<file path="src/rtl/cpu_fetch_queue.sv">
// Decoupled instruction prefetch queue: streams word fetches from a 1-cycle-latency
// instruction port into a DEPTH-entry buffer and hands them to execute via valid/ready.
module cpu_fetch_queue #(
   parameter int              DEPTH    = 4,
   parameter int              XLEN     = 32,
   parameter logic [XLEN-1:0] RESET_PC = '0
) (
   input  logic                       clk_i,
   input  logic                       rstn_i,
   output logic                       mem_req_o,
   input  logic                       mem_gnt_i,
   output logic [XLEN-1:0]            mem_addr_o,
   input  logic [XLEN-1:0]            mem_rdata_i,
   input  logic                       redirect_i,
   input  logic [XLEN-1:0]            redirect_pc_i,
   output logic                       ins_valid_o,
   input  logic                       ins_ready_i,
   output logic [XLEN-1:0]            ins_o,
   output logic [XLEN-1:0]            ins_pc_o,
   output logic [$clog2(DEPTH+1)-1:0] count_o,
   output logic                       err_misaligned_o
);

   localparam int PTR_W = $clog2(DEPTH);
   localparam int CNT_W = $clog2(DEPTH+1);
   localparam logic [CNT_W:0] DEPTH_C = (CNT_W+1)'(DEPTH);

   typedef enum logic {
      ST_RUN  = 1'b0,
      ST_HALT = 1'b1
   } state_t;

   state_t             state;
   logic [XLEN-1:0]    fetch_pc;
   logic [XLEN-1:0]    req_pc;
   logic               resp_pending;
   logic [CNT_W-1:0]   count;
   logic [PTR_W-1:0]   wr_ptr;
   logic [PTR_W-1:0]   rd_ptr;
   logic               err;

   logic [XLEN-1:0]    ins_mem [DEPTH];
   logic [XLEN-1:0]    pc_mem  [DEPTH];

   logic               running;
   logic               flush;
   logic [CNT_W:0]     credit;
   logic               mem_req;
   logic               accept;
   logic               push;
   logic               pop;
   logic               ins_valid;

   assign running = (state == ST_RUN);
   assign flush   = redirect_i & running;

   // An in-flight response already owns a slot; a same-cycle pop earns no credit.
   assign credit  = {1'b0, count} + {{CNT_W{1'b0}}, resp_pending};
   assign mem_req = rstn_i & running & ~redirect_i & (credit < DEPTH_C);
   assign accept  = mem_req & mem_gnt_i;
   assign push    = resp_pending & running & ~flush;

   assign ins_valid = (count != '0);
   assign pop       = ins_valid & ins_ready_i;

   always_ff @(posedge clk_i or negedge rstn_i) begin
      if (!rstn_i) begin
         state        <= ST_RUN;
         err          <= 1'b0;
         fetch_pc     <= RESET_PC;
         req_pc       <= RESET_PC;
         resp_pending <= 1'b0;
         count        <= '0;
         wr_ptr       <= '0;
         rd_ptr       <= '0;
      end else begin
         case (state)
            ST_RUN: begin
               if (redirect_i) begin
                  // Flush everything, including the response landing this cycle.
                  resp_pending <= 1'b0;
                  count        <= '0;
                  wr_ptr       <= '0;
                  rd_ptr       <= '0;
                  if (redirect_pc_i[1:0] == 2'b00) begin
                     fetch_pc <= redirect_pc_i;
                  end else begin
                     err   <= 1'b1;
                     state <= ST_HALT;
                  end
               end else begin
                  resp_pending <= accept;
                  if (accept) begin
                     req_pc   <= fetch_pc;
                     fetch_pc <= fetch_pc + XLEN'(4);
                  end
                  if (push) begin
                     wr_ptr <= wr_ptr + PTR_W'(1);
                  end
                  if (pop) begin
                     rd_ptr <= rd_ptr + PTR_W'(1);
                  end
                  case ({push, pop})
                     2'b10:   count <= count + CNT_W'(1);
                     2'b01:   count <= count - CNT_W'(1);
                     default: count <= count;
                  endcase
               end
            end
            ST_HALT: begin
               state <= ST_HALT;
            end
            default: begin
               state <= ST_HALT;
            end
         endcase
      end
   end

   // Payload storage carries no reset; occupancy alone decides what is visible.
   generate
      for (genvar gi = 0; gi < DEPTH; gi++) begin : g_entry
         always_ff @(posedge clk_i) begin
            if (push && (wr_ptr == PTR_W'(gi))) begin
               ins_mem[gi] <= mem_rdata_i;
               pc_mem[gi]  <= req_pc;
            end
         end
      end
   endgenerate

   assign mem_req_o        = mem_req;
   assign mem_addr_o       = fetch_pc;
   assign ins_valid_o      = ins_valid;
   assign ins_o            = ins_valid ? ins_mem[rd_ptr] : '0;
   assign ins_pc_o         = ins_valid ? pc_mem[rd_ptr]  : '0;
   assign count_o          = count;
   assign err_misaligned_o = err;

endmodule
</file>
<file path="config.mk">
export PLATFORM = sky130hd
export DESIGN_NAME = cpu_fetch_queue
export DESIGN_NICKNAME = d
export VERILOG_FILES = /design/src/rtl/cpu_fetch_queue.sv
export SDC_FILE = /design/constraint.sdc
export NUM_CORES = 1
export LEC_CHECK = 0
export ABC_CLOCK_PERIOD_IN_PS = 8400
export BUFFER_PORTS_ARGS = -buffer_cell sky130_fd_sc_hd__buf_2
export CORE_MARGIN = 5
export CORE_UTILIZATION = 45
export DETAILED_ROUTE_END_ITERATION = 6
export PLACE_DENSITY = 0.65
export SLEW_MARGIN = 15
export SYNTH_ARGS = -nofsm -noshare
export SYNTH_HDL_FRONTEND = slang
export SYNTH_SLANG_ARGS = --single-unit
</file>
<file path="constraint.sdc">
create_clock -name clk_i -period 8.4 [get_ports clk_i]
set_clock_uncertainty 0.05 [all_clocks]
set_input_delay 1.68 -clock clk_i [delete_from_list [all_inputs] [get_ports clk_i]]
set_output_delay 1.68 -clock clk_i [all_outputs]
set_load 0.05 [all_outputs]
</file>
# After elaboration in Yosys (flattened, before gate mapping)

Memories as Yosys holds them, arrays and structs flattened.
Cells that the tools add are included.

Register bits after elaboration: 74
Latch bits: 0
RAM bits: 256
Memory bits (read-only): 0
Input port bits: 69
Output and inout bits: 102
Word-level logic and storage cells: 99
Memories: 2

$add $sub $neg: 6
Multiply operators: 0
Div/mod/pow operators: 0
Order comparisons: 1
Equal/unequal tests: 6
Shifts and indexed selects: 0
Muxes and demuxes: 41
Bitwise gates (word level): 12
Reduce and logical (&&, ||, !) cells: 23

Memories:

| memory  | words | width | read ports | clocked after Yosys merged registers in | wr ports | RTL line | RTL |
|---|---|---|---|---|---|---|---|
| ins_mem | 4     | 32    | 1          | 0                                       | 1        | 42       | `logic [XLEN-1:0] ins_mem [DEPTH];` |
| pc_mem  | 4     | 32    | 1          | 0                                       | 1        | 43       | `logic [XLEN-1:0] pc_mem [DEPTH];` |

Operators by type and width:

| cell                                                  | count |
|---|---|
| 2-to-1 mux 32 bit                                     | 11 |
| OR reduction 32 bit                                   | 6 |
| adder 32 x 3 -> 32 bit, second input constant         | 1 |
| 2-to-1 mux 2 bit                                      | 10 |
| 2-to-1 mux 1 bit                                      | 17 |
| AND reduction 3 bit                                   | 3 |
| AND 1 bit                                             | 8 |
| == test 2 bit, second input constant                  | 3 |
| case mux 3 bit (2 select lines)                       | 1 |
| AND reduction 2 bit                                   | 3 |
| nonzero test 2 bit                                    | 3 |
| nonzero test 3 bit                                    | 2 |
| adder 2 x 1 -> 2 bit, second input constant           | 2 |
| adder 3 x 1 -> 4 bit                                  | 1 |
| == test 2 x 1 -> 1 bit, second input constant         | 2 |
| logical AND 1 bit                                     | 4 |
| zero test 2 bit                                       | 2 |
| < comparator 4 x 3 -> 1 bit, second input constant    | 1 |
| NOT 1 bit                                             | 4 |
| adder 3 x 1 -> 3 bit, second input constant           | 1 |
| 2-to-1 mux 3 bit                                      | 1 |
| subtractor 3 x 1 -> 3 bit, second input constant      | 1 |
| inequality test 2 x 1 -> 1 bit, second input constant | 1 |
| case mux 1 bit (2 select lines)                       | 1 |

# Depth between registers and ports, before layout

Gate-level depths: netlist of run 1.

Depth after elaboration: 11
Gate-level depth with buffers: 8
Gate-level depth less buffers: 6

# Least setup slack after synthesis of run 1

OpenSTA, ideal clock, no wires.

Path kind: input to output
From: input redirect_i
To: output mem_req_o
Data arrival time: 2.685 ns
Required time: 6.670 ns
Path slack: 3.985 ns
Stages on the path: 3
Cell sequence: buf_2 > nor4b_1 > and2_1

Longest elaborated chain between the ends: 3

Ends and longest elaborated chain:

| item                   | RTL line | RTL |
|---|---|---|
| from (decl)            | 14       | `input logic redirect_i,` |
| NOT 1 bit (no line)    | --       |  |
| AND 1 bit (2 in a row) | 59       | `assign mem_req = rstn_i & running & ~redirect_i & (credit < DEPTH_C);` |
| to (decl)              | 10       | `output logic mem_req_o,` |

No other way between the ends.

# Worst setup path in the final report of run 1

From: register rd_ptr[0]
To: output ins_pc_o[10]

Longest elaborated chain between the ends: 2

Ends and longest elaborated chain:

| item                   | RTL line | RTL |
|---|---|---|
| from (decl)            | 39       | `logic [PTR_W-1:0] rd_ptr;` |
| from (signal assigned) | 101      | `rd_ptr <= rd_ptr + PTR_W'(1);` |
| memory (4 x 32 bit)    | --       |  |
| 2-to-1 mux 32 bit      | 136      | `assign ins_pc_o = ins_valid ? pc_mem[rd_ptr] : '0;` |
| to (decl)              | 19       | `output logic [XLEN-1:0] ins_pc_o,` |

No other way between the ends.

==> results of run 1 <==
[cell usage in the layout (no fill, tap or decap), types with 16 or more instances in the layout]
cell type,Yosys,routed
nand2_1,115,115
clkbuf_16,0,37
and2_1,72,68
dfrtp_1,74,72
edfxtp_1,256,256
nor2_1,26,26
buf_2,14,169
nand3_1,17,17
nor3_1,16,16
o21ai_0,34,34
a21oi_1,25,25
mux4_2,64,64
[power by group through the flow]
stage                     Sequential, mW  Clock [mW]  Combinational [mW]
final                               1.79        1.51               0.119
after global routing                1.80        1.62               0.130
after CTS                           1.79        1.54               0.119
after detailed placement            1.83           0               0.119
after global placement              1.83           0               0.117
after floorplan                     1.85           0              0.0373
[worst max-delay path: stages, from the launching register on]
cell and delay, ns:
dfrtp_4 0.86, buf_4 0.66, mux4_2 0.61, and2_1 0.17, buf_2 0.20
[cell type report]
class / instances / area share [%]
tap: 390 / 3.09
sequential: 330 / 60.3
clock buffer: 43 / 6.00
clock inverter: 22 / 1.19
multi-input combinational: 465 / 23.3
timing repair buffer: 178 / 5.78
inverter: 11 / 0.261
[logic make-up after synthesis]
family,count (synthesis),synth area share (%)
buffers and inverters,61,1.83
AOI/OAI and AO/OA,103,4.89
muxes,69,11.1
and+or+nand+nor,286,10.7
DFF,330,70.8
xor gates and xnor gates,1,0.0650
adders and majority gates,6,0.613
[metal layers]
metal | vias to the layer above | track usage [%] | share of wire (%)
met5 | - | 0 | 0
met4 | 0 | 4.53 | 1.8
met3 | 41 | 3.77 | 7.8
met2 | 311 | 26.4 | 45
met1 | 3947 | 25.5 | 45
li1 | 3618 | - | -
[state kept, by name, indices dropped and copies added (netlist names)]
| name | count |
|---|---|
| mem_addr_o | 32 |
| req_pc | 32 |
| wr_ptr | 2 |
| resp_pending | 1 |
| err_misaligned_o | 1 |
| rd_ptr | 2 |
| count_o | 3 |
| ins_mem | 128 |
| state | 1 |
| pc_mem | 128 |
[worst max-delay path by stage]
stage | cells past startpoint | endpoint | from
final | 4 | ins_pc_o[10] | rd_ptr[0]$_DFFE_PN0P_
after global routing | 4 | ins_pc_o[2] | rd_ptr[0]$_DFFE_PN0P_
after CTS | 4 | ins_pc_o[10] | rd_ptr[0]$_DFFE_PN0P_
after detailed placement | 5 | mem_req_o | redirect_i
after global placement | 5 | mem_req_o | redirect_i
after floorplan | 3 | mem_req_o | redirect_i
[metrics by stage]
step	hold WS [ns]	cells	cell area, um^2	total power, mW
after floorplan	0.426	856	13500	1.89
after global placement	0.410	1374	14700	1.94
after detailed placement	0.424	1374	14700	1.94
after CTS	0.441	1439	15800	3.46
after global routing	0.470	1439	15800	3.55
final	0.430	1439	15800	3.42
==> summary.md, run 1 <==
| Metric | Value |
|---|---|
| Total Routing Usage GR | `17.2%` |
| Pint | `2.70 mW` |
| Critical path launch point type | `register` |
| Synth top area cells | `edfxtp_1, dfrtp_1, mux4_2` |
| Reg-to-reg slack, setup | `5.65 ns` |
| Final worst path period need | `4.82 ns` |
| Pre-CTS WS | `3.70 ns` |
| Power per cell area | `216 nW/um^2` |
| Most frequent cell after synthesis | `edfxtp_1` |
| Io pins | `171` |
| R2R depth | `6` |
| RePlAce Congestion | `0.871` |
| Cell Rows | `63` |
| Mean routed wirelength per cell | `19.9 um` |
| Sw frac | `21.1%` |
| Footprint of the multi-input gates | `3690 um^2` |
| Total of max-cap violations | `0` |
| Maximum clock rate | `208 MHz` |
| Layout Utilization | `53.5%` |
| IO buf count | `170` |
| Synth Instances | `856` |
| Logic pwr share | `3.5%` |
| Rel. slew slack | `32.4%` |
| Min-Delay Path Class | `reg -> reg` |
| Status | `finished, final reports clean` |
| Die width | `183 um` |
| Synth top area share | `57.1%` |
| Share of cells above drive strength 1 | `29.4%` |
| Cts repair resizes | `0` |
| Final WL | `28,600 um` |
| Cell Area, Synth | `13,500 um^2` |
| Root Driver | `clkbuf_16` |
| Hold path depth | `1` |
| RSZ-0062 raised after global routing | `false` |
| Initial antenna violation count | `0` |
| CTS tree | `built` |
| Number of nets in the layout | `1,097` |
| Drt via density | `5.50` |
| Net Sw Power | `0.721 mW` |
| Clk_lat worst skew | `0.52 ns` |
| Hold_sp | `err_misaligned_o$_DFFE_PN0P_` |
| Synthesized area per cell | `15.7 um^2` |
| Drt first-iter violations | `558` |
| Kind of critical path | `reg -> out` |
| Vias in the first global route | `8,280` |
| Max Root-Sink Buffers | `3` |
| Area Overhead vs Synth | `17.4%` |
| Antenna Cells | `0` |
| Synth Net Count | `931` |
| Drt pass-1 iters | `5` |
| WP data arrival | `3.09 ns` |
| Num CTS Buffers | `36` |
| Post-route setup TNS | `0 ns` |
| Final WS setup | `3.58 ns` |
| Hold Path Sink | `err_misaligned_o$_DFFE_PN0P_` |
| Final antenna-violating net count | `0` |
| Register Area | `9540 um^2` |
| DIE HEIGHT | `183 um` |
| Max Slew Vio Count | `0` |
| Reg power frac | `52.4%` |
| Yosys warns | `0` |
| Seq/Total Area, Yosys | `70.8%` |
| Critical path peak fanout | `37` |
| Final setup vio count | `0` |
| Worst path required time | `6.67 ns` |
| Residual DRC | `0` |
| Ys async rst share | `22.4%` |
| LEAKAGE | `6.21 nW` |
| Register bit count reported by yosys | `330` |
| Initial Util | `45.6%` |
| Nature of the critical path endpoint | `output pin` |
| Reg-to-Reg Start | `state$_DFF_PN0_` |
| Main synth FF type | `edfxtp_1` |
| Hold Buf Count CTS | `0` |
| Core Area | `29,600 um^2` |
| Peak VDD IR | `0.119 mV` |
| Clk slew on worst S/H paths | `0.06 ns` |
| Clock share of power | `44.1%` |
| Largest area contributor in the netlist | `edfxtp_1` |
| Post-DP HPWL | `17,300 um` |
| Unique masters post-synth | `58` |
| Post-synth EDFFs | `256` |
| First-pass GRT wire length | `46,000 um` |
| Htree depth | `2` |
| Largest net degree at the start of global routing | `67` |
| Final Hold Viols | `0` |
| Setup Buffers After CTS | `0` |
| Clk sink count | `330` |
| Worst-Margin Slew | `1.01 ns` |
| DR vias | `7,917` |
| Fin crit share | `57.4%` |
| Top cells by count, synth | `edfxtp_1, nand2_1, dfrtp_1` |
| Total gr overflow | `0` |
| Fillers | `2,413` |
| Full die area | `33,500 um^2` |
| Reg2reg end | `count_o[2]$_DFFE_PN0P_` |
(Power assumes the default switching activity.)
==> run 2: changes to the inputs <==
- ABC_AREA: default -> 1
- ABC_CLOCK_PERIOD_IN_PS: 8400 -> 3900
- PLACE_DENSITY: 0.65 -> 0.67
- clock period: 8.4 -> 3.9 ns (I/O delays scaled with it)
==> summary.md, run 2 <==
| Metric | Value |
|---|---|
| Drt via density | `5.24` |
| Kind of critical path | `reg -> out` |
| IO buf count | `170` |
| Critical path's top delay family | `buffers and inverters` |
| Post-DP HPWL | `21,400 um` |
| Htree depth | `2` |
| Share of cells above drive strength 1 | `16.6%` |
| Total Routing Usage GR | `19.1%` |
| Max Slew Vio Count | `0` |
| LEAKAGE | `6.45 nW` |
| Total of max-cap violations | `0` |
| Register bit count reported by yosys | `330` |
| Antenna Cells | `0` |
| Final antenna-violating net count | `0` |
| Hold Buf Count CTS | `0` |
| Critical path launch point type | `register` |
| Max Root-Sink Buffers | `3` |
| Status | `finished, final reports clean` |
| Final WL | `34,100 um` |
| Critical path peak fanout | `34` |
| Initial antenna violation count | `0` |
| Final worst path period need | `3.38 ns` |
| DR vias | `10,100` |
| Yosys warns | `0` |
| WP data arrival | `2.55 ns` |
| Num CTS Buffers | `35` |
| Register Area | `9540 um^2` |
| Final WS setup | `0.519 ns` |
| Main synth FF type | `edfxtp_1` |
| RSZ-0062 raised after global routing | `false` |
| Most frequent cells in the layout | `nor2_1, edfxtp_1, nand2_1` |
| Synth Net Count | `1,428` |
| Most frequent cell after synthesis | `nor2_1` |
| Pre-CTS WS | `1.03 ns` |
| CTS tree | `built` |
| CP max-delay cell | `dfrtp_4` |
| Synthesized area per cell | `10.3 um^2` |
| Fillers | `2,701` |
| Full die area | `34,700 um^2` |
| Vias in the first global route | `9,870` |
| CP cell instances | `inv_2 -> buf_4 -> o21ai_0 -> a21oi_1 -> buf_2` |
| Number of nets in the layout | `1,588` |
| Maximum clock rate | `296 MHz` |
| Min-Delay Path Class | `in -> async` |
| Largest net degree at the start of global routing | `66` |
| Clk_lat worst skew | `0.50 ns` |
| Unique masters post-synth | `32` |
| Total gr overflow | `0` |
| Fin crit share | `86.7%` |
| Fin Hold WS | `0.314 ns` |
| Core Area | `30,700 um^2` |
| Residual DRC | `0` |
| Cell Rows | `64` |
| Die width | `186 um` |
| Largest area contributor in the netlist | `edfxtp_1` |
| Worst path required time | `3.07 ns` |
| Ys async rst share | `22.4%` |
| Regs by FF count | `ins_mem: 128 flops, pc_mem: 128 flops` |
| Synth top area cells | `edfxtp_1, dfrtp_1, nor2_1` |
| Rel. slew slack | `51.8%` |
| Leading cell type in the layout, fill and taps excluded | `nor2_1` |
| DIE HEIGHT | `186 um` |
| Cts repair resizes | `0` |
| Power per cell area | `429 nW/um^2` |
| First-pass GRT wire length | `54,000 um` |
| Cell Area, Synth | `14,000 um^2` |
| Root Driver | `clkbuf_16` |
| Clk sink count | `330` |
| Final Hold Viols | `0` |
| Post-synth EDFFs | `256` |
| Worst path bufs/invs | `3` |
| Drt first-iter violations | `740` |
| Drt pass-1 iters | `5` |
| Nature of the critical path endpoint | `output pin` |
| Initial Util | `45.6%` |
| Setup Buffers After CTS | `0` |
| Io pins | `171` |
| Worst-Margin Slew | `0.722 ns` |
| Synth Instances | `1,353` |
| Crit-path max cell delay | `0.57 ns` |
| Clk slew on worst S/H paths | `0.06 ns` |
| Peak VDD IR | `0.225 mV` |
| Top cells by count, synth | `nor2_1, edfxtp_1, nand2_1` |
| Mean routed wirelength per cell | `17.7 um` |
| Final setup vio count | `0` |
| Synth top area share | `54.9%` |
| Footprint of the multi-input gates | `3940 um^2` |
| Area Overhead vs Synth | `16.9%` |
| RePlAce Congestion | `0.944` |
| Seq/Total Area, Yosys | `68.2%` |
==> run 2: cell types whose count changed in the layout (fill, tap and decap cells not counted), sizes merged, moves of 44 or more <==
| cell | delta |
|---|---|
| a21oi | +44 |
| and2 | -71 |
| inv | +48 |
| mux4 | -64 |
| nand2 | +102 |
| nor2 | +328 |
| o21ai | +161 |
==> run 2: area by class of cell <==
cell class,count,area share [%]
clock buffers,45,5.58
clock inverters,12,0.887
inverters,60,1.38
multi-input cells,896,24.1
flip-flops and latches,330,58.3
well taps,396,3.03
repair buffers,190,6.74
==> run 2: per-layer routing <==
metal / wire length, um / vias to the layer above / GRT usage [%]
met5: 0 / - / 0
met4: 929 / 0 / 5.79
met3: 2210 / 60 / 3.57
met2: 15600 / 370 / 29.8
met1: 15400 / 4791 / 27.6
li1: - / 4889 / -
==> run 2: cell families (layout without fill, tap and decap cells) <==
logic type | Yosys count | in the layout | synth area share, %
DFF | 330 | 330 | 68.2
AOI/OAI and AO/OA | 269 | 269 | 9.80
xor gates and xnor gates | 5 | 5 | 0.313
adders and majority gates | 6 | 6 | 0.590
buffers and inverters | 127 | 307 | 3.91
and+or+nand+nor | 616 | 616 | 17.2
==> run 2: path summary, 6_finish.rpt <==
| kind | startpoint | end | slack, ns | cells after the start |
|---|---|---|---|---|
| min reg2reg | err_misaligned_o$_DFFE_PN0P_ | err_misaligned_o$_DFFE_PN0P_ | 0.43 | 1 |
| min | rstn_i | mem_addr_o[10]$_DFFE_PN0P_ | 0.31 | 2 |
| max reg2reg | state$_DFF_PN0_ | pc_mem[3][4]$_DFFE_PP_ | 1.77 | 4 |
| min in group clk_i | err_misaligned_o$_DFFE_PN0P_ | err_misaligned_o$_DFFE_PN0P_ | 0.43 | 1 |
| max in group asynchronous | rstn_i | rd_ptr[0]$_DFFE_PN0P_ | 2.53 | 3 |
| max | rd_ptr[0]$_DFFE_PN0P_ | ins_o[25] | 0.52 | 5 |
==> run 2: power breakdown <==
group / total [mW] / internal [mW] / switching [mW]
Clock: 3.13 / 1.85 / 1.28
Sequential: 3.77 / 3.77 / 0.00177
Combinational: 0.116 / 0.0381 / 0.0780
==> run 2: per-stage QoR <==
stage               instances  util [%]  setup TNS, ns  area, um^2  total power [mW]
global placement         1872      49.9              0       15300              3.96
CTS                      1929      53.4              0       16400              7.09
finish                   1929      53.4              0       16400              7.02
detailed placement       1872      49.9              0       15300              3.96
global route             1929      53.4              0       16400              7.24
floorplan                1353         -        -145.19       14000              3.88
==> run 3: changes to the inputs <==
- ABC_CLOCK_PERIOD_IN_PS: 3900 -> 4100
- CTS_CLUSTER_SIZE: default -> 20
- PLACE_DENSITY: 0.67 -> 0.64
- clock period: 3.9 -> 4.1 ns (I/O delays scaled with it)
==> summary.md, run 3 (synthesis results as in run 2) <==
| Metric | Value |
|---|---|
| Reg-to-reg slack, setup | `1.75 ns` |
| Critical Path Start | `rd_ptr[0]$_DFFE_PN0P_` |
| Pint | `5.37 mW` |
| Min-Delay Path Class | `in -> async` |
| Htree depth | `2` |
| Critical path launch point type | `register` |
| CP max-delay cell | `dfrtp_4` |
| Initial antenna violation count | `0` |
| Rel. slew slack | `52.1%` |
| Share of cells above drive strength 1 | `16.7%` |
| Max Slew Vio Count | `0` |
| R2R depth | `4` |
| Kind of critical path | `reg -> out` |
| Core Area | `30,700 um^2` |
| Residual DRC | `0` |
| Io pins | `171` |
| WP data arrival | `2.65 ns` |
| Worst-Margin Slew | `0.717 ns` |
| Full die area | `34,700 um^2` |
| Final worst path period need | `3.52 ns` |
| RePlAce Congestion | `0.888` |
| Logic pwr share | `1.6%` |
| Clk sink count | `330` |
| Worst path bufs/invs | `2` |
| Critical path's top delay family | `buffers and inverters` |
| Fin Hold WS | `0.364 ns` |
| Number of nets in the layout | `1,587` |
| LEAKAGE | `6.45 nW` |
| IO buf count | `170` |
| Reg power frac | `53.7%` |
| Most frequent CP cell | `nor2_1` |
| Placed Cells incl. Taps | `1,871` |
| Post-route setup TNS | `0 ns` |
| Antenna Cells | `0` |
| CTS tree | `built` |
| Critical path peak fanout | `50` |
| Sw frac | `19.7%` |
| CP cell instances | `buf_4 -> nor2_1 -> nor2_1 -> o21ai_0 -> a21oi_1 -> buf_2` |
| Setup crit end | `ins_o[4]` |
| Area Overhead vs Synth | `16.8%` |
| Mean routed wirelength per cell | `17.5 um` |
| Drt first-iter violations | `775` |
| Status | `finished, final reports clean` |
| Total gr overflow | `0` |
| Regs by FF count | `ins_mem: 128 flops, pc_mem: 128 flops` |
| Final antenna-violating net count | `0` |
| Leading cell type in the layout, fill and taps excluded | `nor2_1` |
| Drt via density | `5.12` |
| Maximum clock rate | `284 MHz` |
| Root Driver | `clkbuf_16` |
| Reg-to-Reg Start | `state$_DFF_PN0_` |
| Total Routing Usage GR | `18.8%` |
| Final setup vio count | `0` |
| WP depth | `6` |
| Peak VDD IR | `0.325 mV` |
| Fin crit share | `85.9%` |
| Initial Util | `45.6%` |
| Clk slew on worst S/H paths | `0.06 ns` |
| First-pass GRT wire length | `53,200 um` |
| Num CTS Buffers | `35` |
| Post-DP HPWL | `21,300 um` |
| Worst path required time | `3.23 ns` |
| Cell Rows | `64` |
| Cts repair resizes | `0` |
| Net Sw Power | `1.32 mW` |
| Reg2reg end | `pc_mem[1][23]$_DFFE_PP_` |
| Nature of the critical path endpoint | `output pin` |
| Hold Buf Count CTS | `0` |
| Drt pass-1 iters | `7` |
| Power per cell area | `409 nW/um^2` |
| Final WL | `33,800 um` |
| RSZ-0062 raised after global routing | `false` |
| Final Hold Viols | `0` |
| Die width | `186 um` |
| Most frequent cells in the layout | `nor2_1, edfxtp_1, nand2_1` |
| Setup Buffers After CTS | `0` |
| DIE HEIGHT | `186 um` |
| Max Root-Sink Buffers | `3` |
| Crit-path max cell delay | `0.76 ns` |
| Vias in the first global route | `9,589` |
| Clock share of power | `44.7%` |
| DR vias | `9,894` |
| Largest net degree at the start of global routing | `94` |
| Layout Utilization | `53.3%` |
| Non-filler instance count after layout | `1,932` |
| Total of max-cap violations | `0` |
| Clk_lat worst skew | `0.51 ns` |
==> run 3: worst min path at each step <==
| stage | slack (ns) | to | start |
|---|---|---|---|
| floorplan | 0.43 | pc_mem[0][0]$_DFFE_PP_ | req_pc[0]$_DFFE_PN0P_ |
| global placement | 0.41 | err_misaligned_o$_DFFE_PN0P_ | err_misaligned_o$_DFFE_PN0P_ |
| detailed placement | 0.41 | err_misaligned_o$_DFFE_PN0P_ | err_misaligned_o$_DFFE_PN0P_ |
| CTS | 0.38 | mem_addr_o[19]$_DFFE_PN0P_ | rstn_i |
| global route | 0.40 | mem_addr_o[19]$_DFFE_PN0P_ | rstn_i |
| finish | 0.36 | mem_addr_o[16]$_DFFE_PN0P_ | rstn_i |
==> run 3: routing by layer <==
metal	GRT usage (%)	wire, um	up-vias
li1	-	-	4897
met5	0	0	-
met3	3.08	2040	46
met1	27.0	15200	4643
met4	4.46	623	0
met2	30.2	15900	308
==> run 3: cell type report <==
class / instances / area, um^2
Tap cell: 396 / 495
Sequential cell: 330 / 9540
Timing Repair Buffer: 189 / 1060
Clock inverter: 16 / 143
Clock buffer: 45 / 935
Inverter: 60 / 226
Multi-Input combinational cell: 896 / 3940
Fill cell: 2749 / 14300
==> run 3: through the flow <==
| stage | total power, mW | setup WS, ns | area [um^2] |
|---|---|---|---|
| 2_1_floorplan | 3.69 | -0.407 | 14000 |
| 3_3_place_gp | 3.77 | 1.10 | 15300 |
| 3_5_place_dp | 3.77 | 1.09 | 15300 |
| 4_1_cts | 6.76 | 0.545 | 16300 |
| 5_1_grt | 6.90 | 0.326 | 16300 |
| 6_report | 6.68 | 0.577 | 16300 |
==> run 3: power by group through the flow <==
stage / logic, mW / registers [mW] / clock network [mW]
floorplan: 0.0277 / 3.67 / 0
global placement: 0.107 / 3.66 / 0
CTS: 0.109 / 3.59 / 3.06
finish: 0.108 / 3.59 / 2.98
detailed placement: 0.109 / 3.66 / 0
global route: 0.121 / 3.59 / 3.19
